==> src/rtl/qspi_pkg.sv <==
`default_nettype none
// qspi_pkg -- state encoding, SCK/lane constants and shift-count helper for the QSPI lane engine.
// Rev 1.0
package qspi_pkg;

  typedef enum logic [2:0] {
    IDLE  = 3'd0,
    SETUP = 3'd1,
    SHIFT = 3'd2,
    DRAIN = 3'd3,
    DONE  = 3'd4
  } state_e;

  localparam logic [1:0] SCK_ACTIVE = 2'b01;
  localparam logic [1:0] SCK_IDLE   = 2'b00;
  localparam logic [3:0] LANE_SPI   = 4'b0001;
  localparam logic [3:0] LANE_QUAD  = 4'b1111;

  // Shift cycles for a transfer: 8 per byte on one lane, 2 per byte on four lanes.
  function automatic logic [5:0] shift_count(input logic quad, input logic [1:0] len);
    shift_count = quad ? ({3'b000, len, 1'b0} + 6'd2) : ({1'b0, len, 3'b000} + 6'd8);
  endfunction

endpackage
`default_nettype wire

==> src/rtl/qspi_rd_capture.sv <==
`default_nettype none
// qspi_rd_capture -- tracks SCK cycles through the pad latency and shifts returned lane bits into the read word.
// Rev 1.0
module qspi_rd_capture
  import qspi_pkg::*;
#(
  parameter int RD_LAT = 2
) (
  input  logic        i_clk,
  input  logic        i_rst_n,
  input  logic        i_clr,
  input  logic        i_shift,
  input  logic        i_quad,
  input  logic [7:0]  i_qdat_v,
  output logic [31:0] o_data
);

  logic [RD_LAT-1:0] vld_q, vld_d;
  logic [31:0]       data_q, data_d;
  logic              unused_even_bits;

  assign unused_even_bits = ^{i_qdat_v[6], i_qdat_v[4], i_qdat_v[2], i_qdat_v[0]};

  generate
    if (RD_LAT == 1) begin : g_vld_single
      always_comb vld_d = i_shift;
    end else begin : g_vld_chain
      always_comb vld_d = {vld_q[RD_LAT-2:0], i_shift};
    end
  endgenerate

  always_comb begin
    data_d = data_q;
    if (i_clr) begin
      data_d = '0;
    end else if (vld_q[RD_LAT-1]) begin
      data_d = i_quad ? {data_q[27:0], i_qdat_v[7], i_qdat_v[5], i_qdat_v[3], i_qdat_v[1]}
                      : {data_q[30:0], i_qdat_v[3]};
    end
  end

  always_ff @(posedge i_clk or negedge i_rst_n) begin
    if (!i_rst_n) begin
      vld_q  <= '0;
      data_q <= '0;
    end else begin
      vld_q  <= vld_d;
      data_q <= data_d;
    end
  end

  assign o_data = data_q;

endmodule
`default_nettype wire

==> src/rtl/qspi_lane_engine.sv <==
`default_nettype none
// qspi_lane_engine -- QSPI/SPI transfer engine driving DDR pad pairs for SCK and four data lanes.
// Rev 1.0
module qspi_lane_engine
  import qspi_pkg::*;
#(
  parameter int RD_LAT      = 2,
  parameter int CS_HIGH_MIN = 3
) (
  input  logic        i_clk,
  input  logic        i_rst_n,
  input  logic        i_stb,
  input  logic        i_quad,
  input  logic        i_rd,
  input  logic [1:0]  i_len,
  input  logic        i_hold,
  input  logic [31:0] i_data,
  output logic        o_busy,
  output logic        o_ack,
  output logic [31:0] o_data,
  output logic        o_cs_n,
  output logic [1:0]  o_sck_v,
  output logic [7:0]  o_qdat_v,
  output logic [3:0]  o_qdat_oe,
  input  logic [7:0]  i_qdat_v
);

  localparam int            CSW       = (CS_HIGH_MIN < 1) ? 1 : $clog2(CS_HIGH_MIN + 1);
  localparam logic [CSW-1:0] CSHI_LOAD = CSW'(CS_HIGH_MIN);

  state_e         state_q, state_d;
  logic [5:0]     cnt_q, cnt_d;
  logic [CSW-1:0] cshi_q, cshi_d;
  logic           quad_q, quad_d, rd_q, rd_d, hold_q, hold_d;
  logic [31:0]    data_q, data_d;
  logic           cs_n_q, cs_n_d, busy_q, busy_d, ack_q, ack_d;
  logic [1:0]     sck_q, sck_d;
  logic [7:0]     qdat_q, qdat_d;
  logic [3:0]     oe_q, oe_d;
  logic           accept;
  logic [31:0]    src;
  logic           src_quad, src_rd;
  logic [3:0]     lanes;

  always_comb begin
    state_d  = state_q;
    cnt_d    = cnt_q;
    cshi_d   = (cs_n_q && (cshi_q != '0)) ? cshi_q - 1'b1 : cshi_q;
    quad_d   = quad_q;
    rd_d     = rd_q;
    hold_d   = hold_q;
    data_d   = data_q;
    cs_n_d   = cs_n_q;
    busy_d   = busy_q;
    ack_d    = 1'b0;
    sck_d    = SCK_IDLE;
    qdat_d   = '0;
    oe_d     = '0;
    accept   = 1'b0;
    src      = data_q;
    src_quad = quad_q;
    src_rd   = rd_q;
    lanes    = '0;

    case (state_q)
      IDLE: begin
        if (i_stb) begin
          accept   = 1'b1;
          quad_d   = i_quad;
          rd_d     = i_rd;
          hold_d   = i_hold;
          data_d   = i_data;
          busy_d   = 1'b1;
          cnt_d    = shift_count(i_quad, i_len);
          src      = i_data;
          src_quad = i_quad;
          src_rd   = i_rd;
          state_d  = cs_n_q ? SETUP : SHIFT;
        end
      end
      // CS drops one full cycle before the first SCK edge.
      SETUP: begin
        if (!cs_n_q) begin
          state_d = SHIFT;
        end else if (cshi_q == '0) begin
          cs_n_d = 1'b0;
        end
      end
      SHIFT: begin
        if (cnt_q == 6'd1) begin
          state_d = rd_q ? DRAIN : DONE;
          cnt_d   = 6'(RD_LAT);
        end else begin
          cnt_d = cnt_q - 6'd1;
        end
      end
      DRAIN: begin
        if (cnt_q == 6'd1) begin
          state_d = DONE;
        end else begin
          cnt_d = cnt_q - 6'd1;
        end
      end
      DONE:    state_d = IDLE;
      default: state_d = IDLE;
    endcase

    // Pin outputs are registered, so they are decoded from the next state.
    if (state_d == SHIFT) begin
      sck_d = SCK_ACTIVE;
      if (!src_rd) begin
        if (src_quad) begin
          lanes  = src[31:28];
          oe_d   = LANE_QUAD;
          data_d = src << 4;
        end else begin
          lanes  = {3'b000, src[31]};
          oe_d   = LANE_SPI;
          data_d = src << 1;
        end
        for (int k = 0; k < 4; k++) begin
          qdat_d[2*k +: 2] = {2{lanes[k]}};
        end
      end
    end

    if (state_d == DONE) begin
      ack_d  = 1'b1;
      busy_d = 1'b0;
      if (!hold_q) begin
        cs_n_d = 1'b1;
        cshi_d = CSHI_LOAD;
      end
    end
  end

  always_ff @(posedge i_clk or negedge i_rst_n) begin
    if (!i_rst_n) begin
      state_q <= IDLE;
      cnt_q   <= '0;
      cshi_q  <= CSHI_LOAD;
      quad_q  <= 1'b0;
      rd_q    <= 1'b0;
      hold_q  <= 1'b0;
      data_q  <= '0;
      cs_n_q  <= 1'b1;
      busy_q  <= 1'b0;
      ack_q   <= 1'b0;
      sck_q   <= SCK_IDLE;
      qdat_q  <= '0;
      oe_q    <= '0;
    end else begin
      state_q <= state_d;
      cnt_q   <= cnt_d;
      cshi_q  <= cshi_d;
      quad_q  <= quad_d;
      rd_q    <= rd_d;
      hold_q  <= hold_d;
      data_q  <= data_d;
      cs_n_q  <= cs_n_d;
      busy_q  <= busy_d;
      ack_q   <= ack_d;
      sck_q   <= sck_d;
      qdat_q  <= qdat_d;
      oe_q    <= oe_d;
    end
  end

  qspi_rd_capture #(
    .RD_LAT (RD_LAT)
  ) u_rd_capture (
    .i_clk    (i_clk),
    .i_rst_n  (i_rst_n),
    .i_clr    (accept),
    .i_shift  ((state_q == SHIFT) && rd_q),
    .i_quad   (quad_q),
    .i_qdat_v (i_qdat_v),
    .o_data   (o_data)
  );

  assign o_busy    = busy_q;
  assign o_ack     = ack_q;
  assign o_cs_n    = cs_n_q;
  assign o_sck_v   = sck_q;
  assign o_qdat_v  = qdat_q;
  assign o_qdat_oe = oe_q;

endmodule
`default_nettype wire

==> config.mk <==
export PLATFORM = sky130hd
export DESIGN_NAME = qspi_lane_engine
export DESIGN_NICKNAME = d
export VERILOG_FILES = /design/src/rtl/qspi_pkg.sv /design/src/rtl/qspi_rd_capture.sv /design/src/rtl/qspi_lane_engine.sv
export SDC_FILE = /design/constraint.sdc
export NUM_CORES = 1
export LEC_CHECK = 0
export CORE_ASPECT_RATIO = 2
export CORE_UTILIZATION = 57
export DETAILED_ROUTE_END_ITERATION = 12
export PLACE_DENSITY = 0.86
export SETUP_SLACK_MARGIN = 0.5
export SLEW_MARGIN = 20
export SYNTH_ARGS = -nofsm -noshare
export SYNTH_HDL_FRONTEND = slang
export SYNTH_SLANG_ARGS = --single-unit
==> constraint.sdc <==
create_clock -name i_clk -period 3.95 [get_ports i_clk]
set_clock_uncertainty 0.05 [all_clocks]
set_input_delay 0.79 -clock i_clk [delete_from_list [all_inputs] [get_ports i_clk]]
set_output_delay 0.79 -clock i_clk [all_outputs]
set_load 0.005 [all_outputs]
# Word-level counts from Yosys, hierarchy flattened
# Cells that the tools add are included.
[word_totals] ff_bits=97 word_cells=84 mem_count=0 inputBits=48 romBits=0 mem_bits_rw=0 latchBits=0
[op_classes] n_reduce_logical=12 n_addsub=4 n_eq_ne=8 multipliers=0 shift=0 n_mux=45 div_mod_pow=0 order_cmp=0 bitwise_logic=0
[ops] operator="two-way mux 32 bit" count=8
[ops] operator="two-way mux 6 bit" count=4
[ops] operator="one-hot mux 6 bit (3 select lines)" count=1
[ops] operator="two-way mux 1 bit" count=16
[ops] operator="two-way mux 4 bit" count=4
[ops] operator="two-way mux 8 bit" count=2
[ops] operator="two-way mux 3 bit" count=5
[ops] operator="one-hot mux 3 bit (4 select lines)" count=1
[ops] operator="equality test 3 x 2 -> 1 bit, second input constant" count=3
[ops] operator="two-way mux 2 bit" count=4
[ops] operator="nonzero test 2 bit" count=4
[ops] operator="adder 5 x 4 -> 6 bit, second input constant" count=1
[ops] operator="equality test 6 x 1 -> 1 bit, second input constant" count=1
[ops] operator="subtractor 6 x 1 -> 6 bit, second input constant" count=1
[ops] operator="adder 3 x 2 -> 4 bit, second input constant" count=1
[ops] operator="inequality test 2 bit, second input constant" count=2
[ops] operator="AND reduction 2 bit" count=2
[ops] operator="equality test 3 x 1 -> 1 bit, second input constant" count=1
[ops] operator="equality test 3 bit, second input constant" count=1
[ops] operator="logical NOT 3 bit" count=1
[ops] operator="AND reduction 3 bit" count=1
[ops] operator="nonzero test 3 bit" count=1
[ops] operator="logical AND 1 bit" count=2
[ops] operator="logical NOT 2 bit" count=1
[ops] operator="subtractor 2 x 1 -> 2 bit, second input constant" count=1

# Longest topological paths before layout
# Gate-level depths: netlist (run 1).
[logic_depth] word_depth=6 depth_mapped=9

# Cells and area by module
# Synthesis (run 1) repeated with hierarchy kept, for this count alone.
[unflattened] cells_unflattened=527 hier_area_um2=5271.3
[by_module_without_submodules] module="qspi_lane_engine" seq_area_each_um2=1405.1 area_each_um2=3626.0 cells_each=383 n_inst=1
[by_module_without_submodules] module="qspi_rd_capture" seq_area_each_um2=850.8 area_each_um2=1645.3 cells_each=144 n_inst=1

# Worst setup path before layout (run 1)
# Ideal clock, no wire load.
[synth_path] path_type="in2reg" from="in i_stb" to="reg data_q[10]" cell_stages=8 path_slack_ps=1646 setup_ps=82 t_arrival_ps=2172 cell_sequence="nor4b_4 mux2i_1 o21ai_2 buf_6 inv_2 buf_2 nor2_1 o22ai_1"
[synth_via] elab_chain_len=5 elab_cells_between_ends=12 cone_classes="eq/ne (1); mux (11)"
[synth_rtl] item="start, declared" line_no="qspi_lane_engine.sv:12" source="input logic i_stb,"
[synth_rtl] item="parallel branches: the longest is 4 deep, another holds one-hot mux 3 bit (4 select lines)"
[synth_rtl] item="two-way mux 32 bit *" line_no="qspi_lane_engine.sv:109" source="if (state_d == SHIFT) begin"
[synth_rtl] item="net data_d[10]" line_no="qspi_lane_engine.sv:35" source="logic [31:0] data_q, data_d;"
[synth_rtl] item="end signal, assigned" line_no="qspi_lane_engine.sv:159" source="data_q <= data_d;"
[synth_rtl] item="end, declared" line_no="qspi_lane_engine.sv:35"
# Mark *: on every way through the listed nets, which the timed path passes.
# A chain may end at the register's enable or synchronous reset.

# Worst setup path after layout (run 1)
[layout_path] from="in i_stb" to="reg data_q[3]"
# The elaborated chain is that of the path after synthesis.

==> impl_metrics.env, run 1 <==
export IMPL_first_global_vias=4344
export IMPL_ios=97
export IMPL_setup_violations=0
export IMPL_dr_pass1_iters=5
export IMPL_ys_seq_area_share_pct=43.8
export IMPL_cap_violations=0
export IMPL_tightest_slew_ns=1.03
export IMPL_synthFlopType="dfrtp_1"
export IMPL_numCtsBuffers=9
export IMPL_p_leak_nw=2.64
export IMPL_vias=4412
export IMPL_synth_cell_types=41
export IMPL_post_cts_resized=0
export IMPL_finalCritPeriodShare_pct=72.4
export IMPL_yosys_warnings=0
export IMPL_cp_max_fo=70
export IMPL_cp_slowest_cell="buf_4"
export IMPL_crit_type="in -> reg"
export IMPL_cts_buffer_depth=2
export IMPL_cts_setup_buffers=0
export IMPL_num_antenna_cells=0
export IMPL_drive_gt1_share_pct=14.3
export IMPL_postSynth_asyncResetShare_pct=100
export IMPL_cts_clk_slew_worst_paths_ns=0.07
export IMPL_area_delta_synth_final_pct=23.5
export IMPL_fill_cells=638
export IMPL_final_common_cell="nor2_1"
export IMPL_relSlewSlack_pct=30.9
export IMPL_grt_remaining_overflow=0
export IMPL_register_area_um2=2260
export IMPL_clock_latency_ns=0.35
export IMPL_drcViolationCount=0
export IMPL_place_hpwl_um=8500
export IMPL_pre_cts_ws_ns=0.766
export IMPL_cts_tree="built"
export IMPL_peakVddDrop_v=0.000439
export IMPL_crit_arrival_ns=3.02
export IMPL_worstSetupStartpointType="input port"
export IMPL_dieArea_um2=9440
export IMPL_fin_setup_tns_ns=0
export IMPL_num_rows=48
export IMPL_place_area_um2=6010
export IMPL_worst_slack_ns=1.09
export IMPL_timing_fmax_mhz=350
export IMPL_ys_ff_latch=90
export IMPL_placement_io_buffers=91
export IMPL_place_gp_congestion=0.837
export IMPL_initial_core_util_pct=59.1
export IMPL_multi_input_area_um2=2610
export IMPL_syn_nets=601
export IMPL_status="completed"
export IMPL_detail_route_antenna_nets=0
export IMPL_drt_iter0_drc=210
export IMPL_antenna_found_initial=0
export IMPL_synth_edf_count=0
export IMPL_required_ns=4.11
export IMPL_min_period_ns=2.86
export IMPL_wl_per_cell_um=17.9
export IMPL_htreeDepth=3
export IMPL_die_x_um=69.2
export IMPL_final_hold_violation_count=0
export IMPL_fin_nets=662
export IMPL_max_stage_delay_ns=0.65
export IMPL_worstPathCellList="clkdlybuf4s50_1 -> nor4b_4 -> buf_4 -> mux2_2 -> a21oi_1 -> a31oi_1"
export IMPL_p_per_area_nw_per_um2=889
export IMPL_avgSynthCellArea_um2=9.38
export IMPL_vias_per_cell=6.17
export IMPL_cts_root_buffer="clkbuf_16"
export IMPL_ctsHoldBuffers=0
export IMPL_grt_max_degree=79
export IMPL_rsz0062_at_grt="false"
export IMPL_clock_sinks=90
export IMPL_postLayoutCellArea_um2=6360
export IMPL_wl_um=12800
export IMPL_grt_first_pass_wirelength_um=21300
export IMPL_core_area_um2=8710
export IMPL_final_cell_mix="109 x nor2_1, 90 x clkdlybuf4s50_1, 85 x dfrtp_1"
export IMPL_die_h_um=136
export IMPL_netlist_area_um2=5150
export IMPL_grt_use_total_pct=28.5
export IMPL_slew_violations=0
export IMPL_total_power_mw=5.65
export IMPL_cp_end_kind="flip-flop"
export IMPL_syn_inst=549
export IMPL_min_path_type="in -> async"
[through the flow]
step	util, %	hold slack [ns]	std cells
2_1_floorplan	-	0.281	549
3_3_place_gp	69.0	0.284	698
3_5_place_dp	69.0	0.285	698
4_1_cts	72.7	0.297	714
5_1_grt	73.0	0.271	715
6_report	73.0	0.270	715
[path summary, 6_finish.rpt]
kind	depth (start not counted)	start	slack [ns]	to
max reg2reg	5	state_q[0]	1.53	data_q[3]
min in group i_clk	0	u_rd_capture.vld_q[0]	0.30	u_rd_capture.vld_q[1]
min	1	i_rst_n	0.27	u_rd_capture.o_data[30]
max	6	i_stb	1.09	data_q[3]
min reg2reg	0	u_rd_capture.vld_q[0]	0.30	u_rd_capture.vld_q[1]
max in group asynchronous	3	i_rst_n	2.76	data_q[18]
[logic make-up (layout without fill, tap and decap cells)]
kind of cell               Yosys count  after routing  share of synthesized area [%]
xor gates and xnor gates             1              1                          0.170
buffers and inverters               60            126                           5.49
DFF                                 90             90                           43.8
adders and majority gates            4              4                          0.972
muxes                               95             95                           19.8
and+or+nand+nor                    149            149                           12.1
AOI/OAI and AO/OA                  149            149                           17.6
other                                1              1                         0.0728
[critical path: cells and delay by family]
kind                   cells  cell delay [ns]
AO/OA/AOI/OAI              2             0.22
buffers and inverters      2             1.19
multiplexers               1             0.42
AND/OR/NAND/NOR            1             0.36
[sequential cells by signal, summed over array words and instances (netlist names), 2 cells and up]
| signal | flops |
|---|---|
| cnt_q | 6 |
| cshi_q | 2 |
| data_q | 32 |
| o_qdat_oe | 2 |
| o_qdat_v | 4 |
| state_q | 3 |
| u_rd_capture.o_data | 32 |
| u_rd_capture.vld_q | 2 |
[layer usage]
metal  global-route usage, %  wire, um
met4                    10.4       226
met1                    32.9      4940
met5                       0         0
met3                    4.67       476
met2                    52.3      7130
[cell usage after synthesis, types with 10 or more instances]
master      n  area share [%]
nor2_1    109             7.9
dfrtp_1    87              42
o21ai_0    65             6.3
mux2_2     55              12
mux2i_1    40             7.8
a211oi_1   33             4.8
clkbuf_1   27             2.0
o22ai_1    27             3.3
nand2_1    19             1.4
inv_1      10            0.73
[cell type report]
type	instances	area share (%)
clock inverter	7	1.57
tap	100	1.97
clock buffer	9	3.54
multi-input combinational	399	41.0
sequential	90	35.5
timing repair buffer	99	15.7
inverter	11	0.649
[where the power goes]
group	switching, mW	internal, mW	leakage (nW)
clock	0.380	0.559	0.149
sequential	0.530	1.40	1.08
combinational	1.37	1.41	1.41
(Power assumes the default switching activity.)
==> inputs of run 2 (changes only) <==
--- a/config.mk
+++ b/config.mk
@@ -6,9 +6,9 @@
 export NUM_CORES = 1
 export LEC_CHECK = 0
 export CORE_ASPECT_RATIO = 2
-export CORE_UTILIZATION = 57
+export CORE_UTILIZATION = 53
 export DETAILED_ROUTE_END_ITERATION = 12
-export PLACE_DENSITY = 0.86
+export PLACE_DENSITY = 0.81
 export SETUP_SLACK_MARGIN = 0.5
 export SLEW_MARGIN = 20
 export SYNTH_ARGS = -nofsm -noshare
==> constraint.sdc (replaced) <==
create_clock -name i_clk -period 2.77 [get_ports i_clk]
set_clock_uncertainty 0.05 [all_clocks]
set_input_delay 0.554 -clock i_clk [delete_from_list [all_inputs] [get_ports i_clk]]
set_output_delay 0.554 -clock i_clk [all_outputs]
set_load 0.005 [all_outputs]
==> run 2 against run 1 <==
Against the previous run: register-to-register slack got worse by 0.86 ns; non-clock buffer count up 7; clock-buffer cell count grew 1; highest routed layer unchanged; critical path type is now reg -> reg; utilization fell by 4.1 points; cell area up 1.7%; flip-flop and latch count is the same.
==> impl_metrics.env, run 2 (synthesis gave the netlist of run 1 again) <==
export IMPL_status="completed"
export IMPL_grt_remaining_overflow=0
export IMPL_setup_violations=0
export IMPL_initial_core_util_pct=54.9
export IMPL_cts_setup_buffers=0
export IMPL_placed_cells=708
export IMPL_peakVddDrop_v=0.000595
export IMPL_tightest_slew_ns=0.711
export IMPL_first_global_vias=4412
export IMPL_multi_input_area_um2=2610
export IMPL_htreeDepth=3
export IMPL_drcViolationCount=0
export IMPL_crit_type="reg -> reg"
export IMPL_wl_um=13200
export IMPL_die_x_um=71.7
export IMPL_p_leak_nw=2.70
export IMPL_cp_max_fo=30
export IMPL_cts_buffer_depth=2
export IMPL_final_hold_violation_count=0
export IMPL_fin_nets=669
export IMPL_rsz0062_at_grt="false"
export IMPL_final_cell_mix="109 x nor2_1, 89 x clkdlybuf4s50_1, 86 x dfrtp_1"
export IMPL_numCtsBuffers=9
export IMPL_grt_use_total_pct=26.1
export IMPL_cp_slowest_cell="dfrtp_1"
export IMPL_final_common_cell="nor2_1"
export IMPL_worstPathCellList="nor4b_4 -> mux2i_2 -> o21ai_2 -> inv_2 -> clkbuf_16 -> nor2_1 -> o22ai_1"
export IMPL_wl_per_cell_um=18.1
export IMPL_grt_max_degree=65
export IMPL_timing_fmax_mhz=477
export IMPL_min_path_type="in -> async"
export IMPL_vias=4448
export IMPL_core_area_um2=9380
export IMPL_clock_sinks=90
export IMPL_finalCritPeriodShare_pct=75.8
export IMPL_register_area_um2=2260
export IMPL_ios=97
export IMPL_area_delta_synth_final_pct=25.6
export IMPL_cp_end_kind="flip-flop"
export IMPL_cap_violations=0
export IMPL_required_ns=2.98
export IMPL_worstSetupStartpointType="flip-flop"
export IMPL_vias_per_cell=6.13
export IMPL_worst_path_dominant_cell_family="flip-flops"
export IMPL_place_hpwl_um=8670
export IMPL_fill_cells=717
export IMPL_min_period_ns=2.10
export IMPL_dieArea_um2=10100
export IMPL_die_h_um=141
export IMPL_place_gp_congestion=0.855
export IMPL_ctsHoldBuffers=0
export IMPL_worst_slack_ns=0.671
export IMPL_drt_iter0_drc=269
export IMPL_num_antenna_cells=0
export IMPL_stdcell_count=726
export IMPL_cts_clk_slew_worst_paths_ns=0.06
export IMPL_cts_root_buffer="clkbuf_16"
export IMPL_antenna_found_initial=0
export IMPL_slew_violations=0
export IMPL_num_rows=50
export IMPL_fin_setup_tns_ns=0
export IMPL_placement_io_buffers=91
export IMPL_relSlewSlack_pct=52.2
export IMPL_p_per_area_nw_per_um2=1280
export IMPL_pre_cts_ws_ns=0.133
export IMPL_detail_route_antenna_nets=0
export IMPL_drive_gt1_share_pct=15.1
export IMPL_clock_latency_ns=0.34
export IMPL_dr_pass1_iters=5
export IMPL_cts_tree="built"
export IMPL_fin_util_pct=68.9
export IMPL_crit_arrival_ns=2.31
export IMPL_total_power_mw=8.25
export IMPL_grt_first_pass_wirelength_um=20800
export IMPL_max_stage_delay_ns=0.51
export IMPL_path_buf_inv=2
run 2: per-layer routing:
layer	routed length [um]	GRT usage [%]	vias up	part of all wire [%]
met1	4830	29.1	2143	37
li1	-	-	2089	-
met5	0	0	-	0
met2	7240	47.0	173	55
met4	494	13.0	0	3.8
met3	594	4.33	43	4.5
run 2: timing repair:
| action | 4_1_cts | 5_1_grt |
|---|---|---|
| endpoints found under the setup margin | 1 | 35 |
| hold endpoints to repair | 0 | 0 |
| gates resized for setup | 1 | 5 |
| cloned | 0 | 2 |
| pin swaps | 0 | 0 |
run 2: power breakdown:
group          internal, mW  switching [mW]  total [mW]
logic                  2.17            2.10        4.27
registers              1.99           0.686        2.68
clock network         0.792           0.511        1.30
total                  4.96            3.30        8.25
run 2: layout make-up:
cell class              count  area share [%]
multi-input cells         399            40.4
clock inverters             6            1.41
flip-flops and latches     90            34.9
clock buffers              10            3.54
repair buffers            106            17.1
inverters                  11           0.639
well taps                 104            2.01
run 2: stage by stage:
step	area, um^2	hold slack [ns]
2_1_floorplan	5150	0.208
3_3_place_gp	6080	0.284
3_5_place_dp	6080	0.285
4_1_cts	6410	0.190
5_1_grt	6470	0.215
6_report	6470	0.164
run 2: path summary, 6_finish.rpt:
check | cells after the start | end | start | slack [ns]
worst max-delay path | 7 | data_q[25] | state_q[0] | 0.67
worst min-delay path | 1 | u_rd_capture.o_data[29] | i_rst_n | 0.16
worst max register to register | 7 | data_q[25] | state_q[0] | 0.67
worst min register to register | 0 | u_rd_capture.vld_q[1] | u_rd_capture.vld_q[0] | 0.29
max in group asynchronous | 2 | cshi_q[1] | i_rst_n | 1.76
min in group i_clk | 0 | u_rd_capture.vld_q[1] | u_rd_capture.vld_q[0] | 0.29
==> inputs of run 3 (changes only) <==
==> constraint.sdc (replaced) <==
create_clock -name i_clk -period 2 [get_ports i_clk]
set_clock_uncertainty 0.05 [all_clocks]
set_input_delay 0.4 -clock i_clk [delete_from_list [all_inputs] [get_ports i_clk]]
set_output_delay 0.4 -clock i_clk [all_outputs]
set_load 0.005 [all_outputs]
==> run 3 against run 2 <==
Against the previous run: register-to-register slack worse by 0.81 ns; the flow now finishes with violations (hold timing, setup timing); cell count up 13%; via count up 26%; non-clock buffer count up 91; global-route usage up 7.5 points; clock-buffer cell count up 1; hold slack worse by 0.18 ns; die area unchanged; largest cell class unchanged; sequential share of layout area down 7.4 points; cell area up 27%; flip-flop and latch count unchanged; first-iteration DRC count up 90%.
==> impl_metrics.env, run 3 (synthesis gave the netlist of run 1 again) <==
export IMPL_cp_slowest_cell="dfrtp_2"
export IMPL_final_hold_violation_count=15
export IMPL_die_x_um=71.7
export IMPL_path_buf_inv=3
export IMPL_setup_violations=35
export IMPL_holdWs_ns=-0.0160
export IMPL_first_global_vias=5400
export IMPL_relSlewSlack_pct=61.3
export IMPL_worst_slack_ns=-0.135
export IMPL_vias=5614
export IMPL_drive_gt1_share_pct=42.3
export IMPL_place_gp_congestion=0.856
export IMPL_crit_arrival_ns=2.35
export IMPL_rsz0062_at_grt="true"
export IMPL_placement_io_buffers=91
export IMPL_cp_depth=8
export IMPL_startpoint="state_q[2]"
export IMPL_cts_tree="built"
export IMPL_final_common_cell="nor2_1"
export IMPL_register_area_um2=2260
export IMPL_required_ns=2.21
export IMPL_cts_root_buffer="clkbuf_16"
export IMPL_numCtsBuffers=9
export IMPL_initial_core_util_pct=54.9
export IMPL_switching_share_pct=43.2
export IMPL_min_path_type="in -> async"
export IMPL_cts_buffer_depth=2
export IMPL_wl_um=21200
export IMPL_clkPwrFrac_pct=11.8
export IMPL_grt_max_degree=65
export IMPL_cp_max_fo=8
export IMPL_fill_cells=369
export IMPL_crit_end="data_q[6]"
export IMPL_reg2reg_from="state_q[2]"
export IMPL_max_stage_delay_ns=0.45
export IMPL_multi_input_area_um2=3250
export IMPL_cp_end_kind="flip-flop"
export IMPL_worst_path_dominant_cell_family="flip-flops"
export IMPL_p_per_area_nw_per_um2=2030
export IMPL_num_antenna_cells=0
export IMPL_pre_cts_ws_ns=-0.452
export IMPL_power_frac_seq_pct=21.1
export IMPL_status="complete, but fails checks"
export IMPL_fin_setup_tns_ns=-2.81
export IMPL_min_period_ns=2.13
export IMPL_place_hpwl_um=9240
export IMPL_detail_route_antenna_nets=0
export IMPL_cap_violations=0
export IMPL_drcViolationCount=0
export IMPL_grt_remaining_overflow=0
export IMPL_wl_per_cell_um=25.9
export IMPL_final_cell_mix="98 x nor2_1, 83 x dfrtp_1, 60 x buf_4"
export IMPL_crit_type="reg -> reg"
export IMPL_area_delta_synth_final_pct=59.5
export IMPL_peakVddDrop_v=0.00124
export IMPL_tightest_slew_ns=0.580
export IMPL_clock_sinks=90
export IMPL_cts_clk_slew_worst_paths_ns=0.07
export IMPL_slew_violations=0
export IMPL_num_rows=50
export IMPL_ctsHoldBuffers=0
export IMPL_r2r_end="data_q[6]"
export IMPL_ff2ff_path_depth=8
export IMPL_violations="hold timing, setup timing"
export IMPL_clock_latency_ns=0.36
export IMPL_timing_fmax_mhz=468
export IMPL_worstSetupStartpointType="flip-flop"
export IMPL_die_h_um=141
export IMPL_dr_pass1_iters=5
export IMPL_antenna_found_initial=0
export IMPL_comb_power_share_pct=67.0
export IMPL_vias_per_cell=6.86
export IMPL_grt_use_total_pct=33.7
export IMPL_intPower_mw=9.47
export IMPL_p_sw_mw=7.21
export IMPL_fin_util_pct=87.5
export IMPL_grt_first_pass_wirelength_um=26300
export IMPL_ios=97
export IMPL_dieArea_um2=10100
export IMPL_drt_iter0_drc=511
export IMPL_reg2reg_slack_ns=-0.13
export IMPL_worstPathCellList="nor4b_4 -> mux2i_2 -> o21ai_4 -> buf_12 -> clkinv_8 -> clkbuf_16 -> nor2_1 -> o22ai_1"
export IMPL_htreeDepth=3
export IMPL_p_leak_nw=3.59
export IMPL_core_area_um2=9380
export IMPL_fin_nets=761
export IMPL_finalCritPeriodShare_pct=107
run 3: changes by cell type in the layout (fill, tap and decap cells not counted), sizes merged, moves of 3 or more:
cell | before | now
buf | 14 | 102
clkbuf | 12 | 17
clkdlybuf4s50 | 89 | 41
clkinv | 1 | 4
clkinvlp | 3 | 0
dlygate4sd2 | 0 | 47
run 3: stage by stage:
stage	total power [mW]	cell area, um^2	hold slack, ns	cells
floorplan	7.65	5230	0.0544	549
global placement	9.69	6360	0.282	726
detailed placement	9.98	6360	0.290	726
CTS	13.6	7410	0.00234	798
global route	17.3	8210	0.0196	818
finish	16.7	8210	-0.0160	818
run 3: layout make-up:
type                            instances  share of cell area [%]
Clock inverter                          5                    1.26
Inverter                               11                   0.823
Clock buffer                           11                    2.83
Tap cell                              104                    1.58
Timing Repair inverter                  1                   0.198
Multi-Input combinational cell        399                    39.6
Sequential cell                        90                    27.5
Timing Repair Buffer                  197                    26.2
run 3: worst register-to-register path: stages, from the launching register on:
cell	delay, ns
dfrtp_2	0.45
nor4b_4	0.39
mux2i_2	0.35
o21ai_4	0.14
buf_12	0.20
clkinv_8	0.10
clkbuf_16	0.15
nor2_1	0.05
o22ai_1	0.18
run 3: power groups by stage:
stage | Clock [mW] | Sequential [mW] | Combinational, mW
CTS | 1.92 | 3.37 | 8.27
global route | 2.03 | 3.58 | 11.7
floorplan | 0 | 3.35 | 4.30
finish | 1.98 | 3.53 | 11.2
global placement | 0 | 3.54 | 6.16
detailed placement | 0 | 3.58 | 6.39
run 3: repair_timing:
item / in CTS / in global routing
buffers inserted: 49 / 12
cloned: 7 / 8
resized for setup: 141 / 138
pin swaps: 16 / 26
setup endpoints to repair: 133 / 86
run 3: how the worst min path moves through the flow:
stage | from | end | slack [ns] | cells after the start
2_1_floorplan | i_rst_n | cnt_q[0] | 0.05 | 0
3_3_place_gp | u_rd_capture.vld_q[0] | u_rd_capture.vld_q[1] | 0.28 | 0
3_5_place_dp | u_rd_capture.vld_q[0] | u_rd_capture.vld_q[1] | 0.29 | 0
4_1_cts | i_rst_n | o_qdat_oe[0] | 0.002 | 1
5_1_grt | i_rst_n | o_qdat_oe[0] | 0.02 | 1
6_report | i_rst_n | u_rd_capture.o_data[29] | -0.02 | 1
run 3: layer usage:
layer	GRT usage [%]	up-vias	routed length, um
met5	0	-	0
met4	22.3	0	1760
met3	4.83	171	1600
met2	62.9	463	10900
met1	33.3	2711	6900
li1	-	2269	-
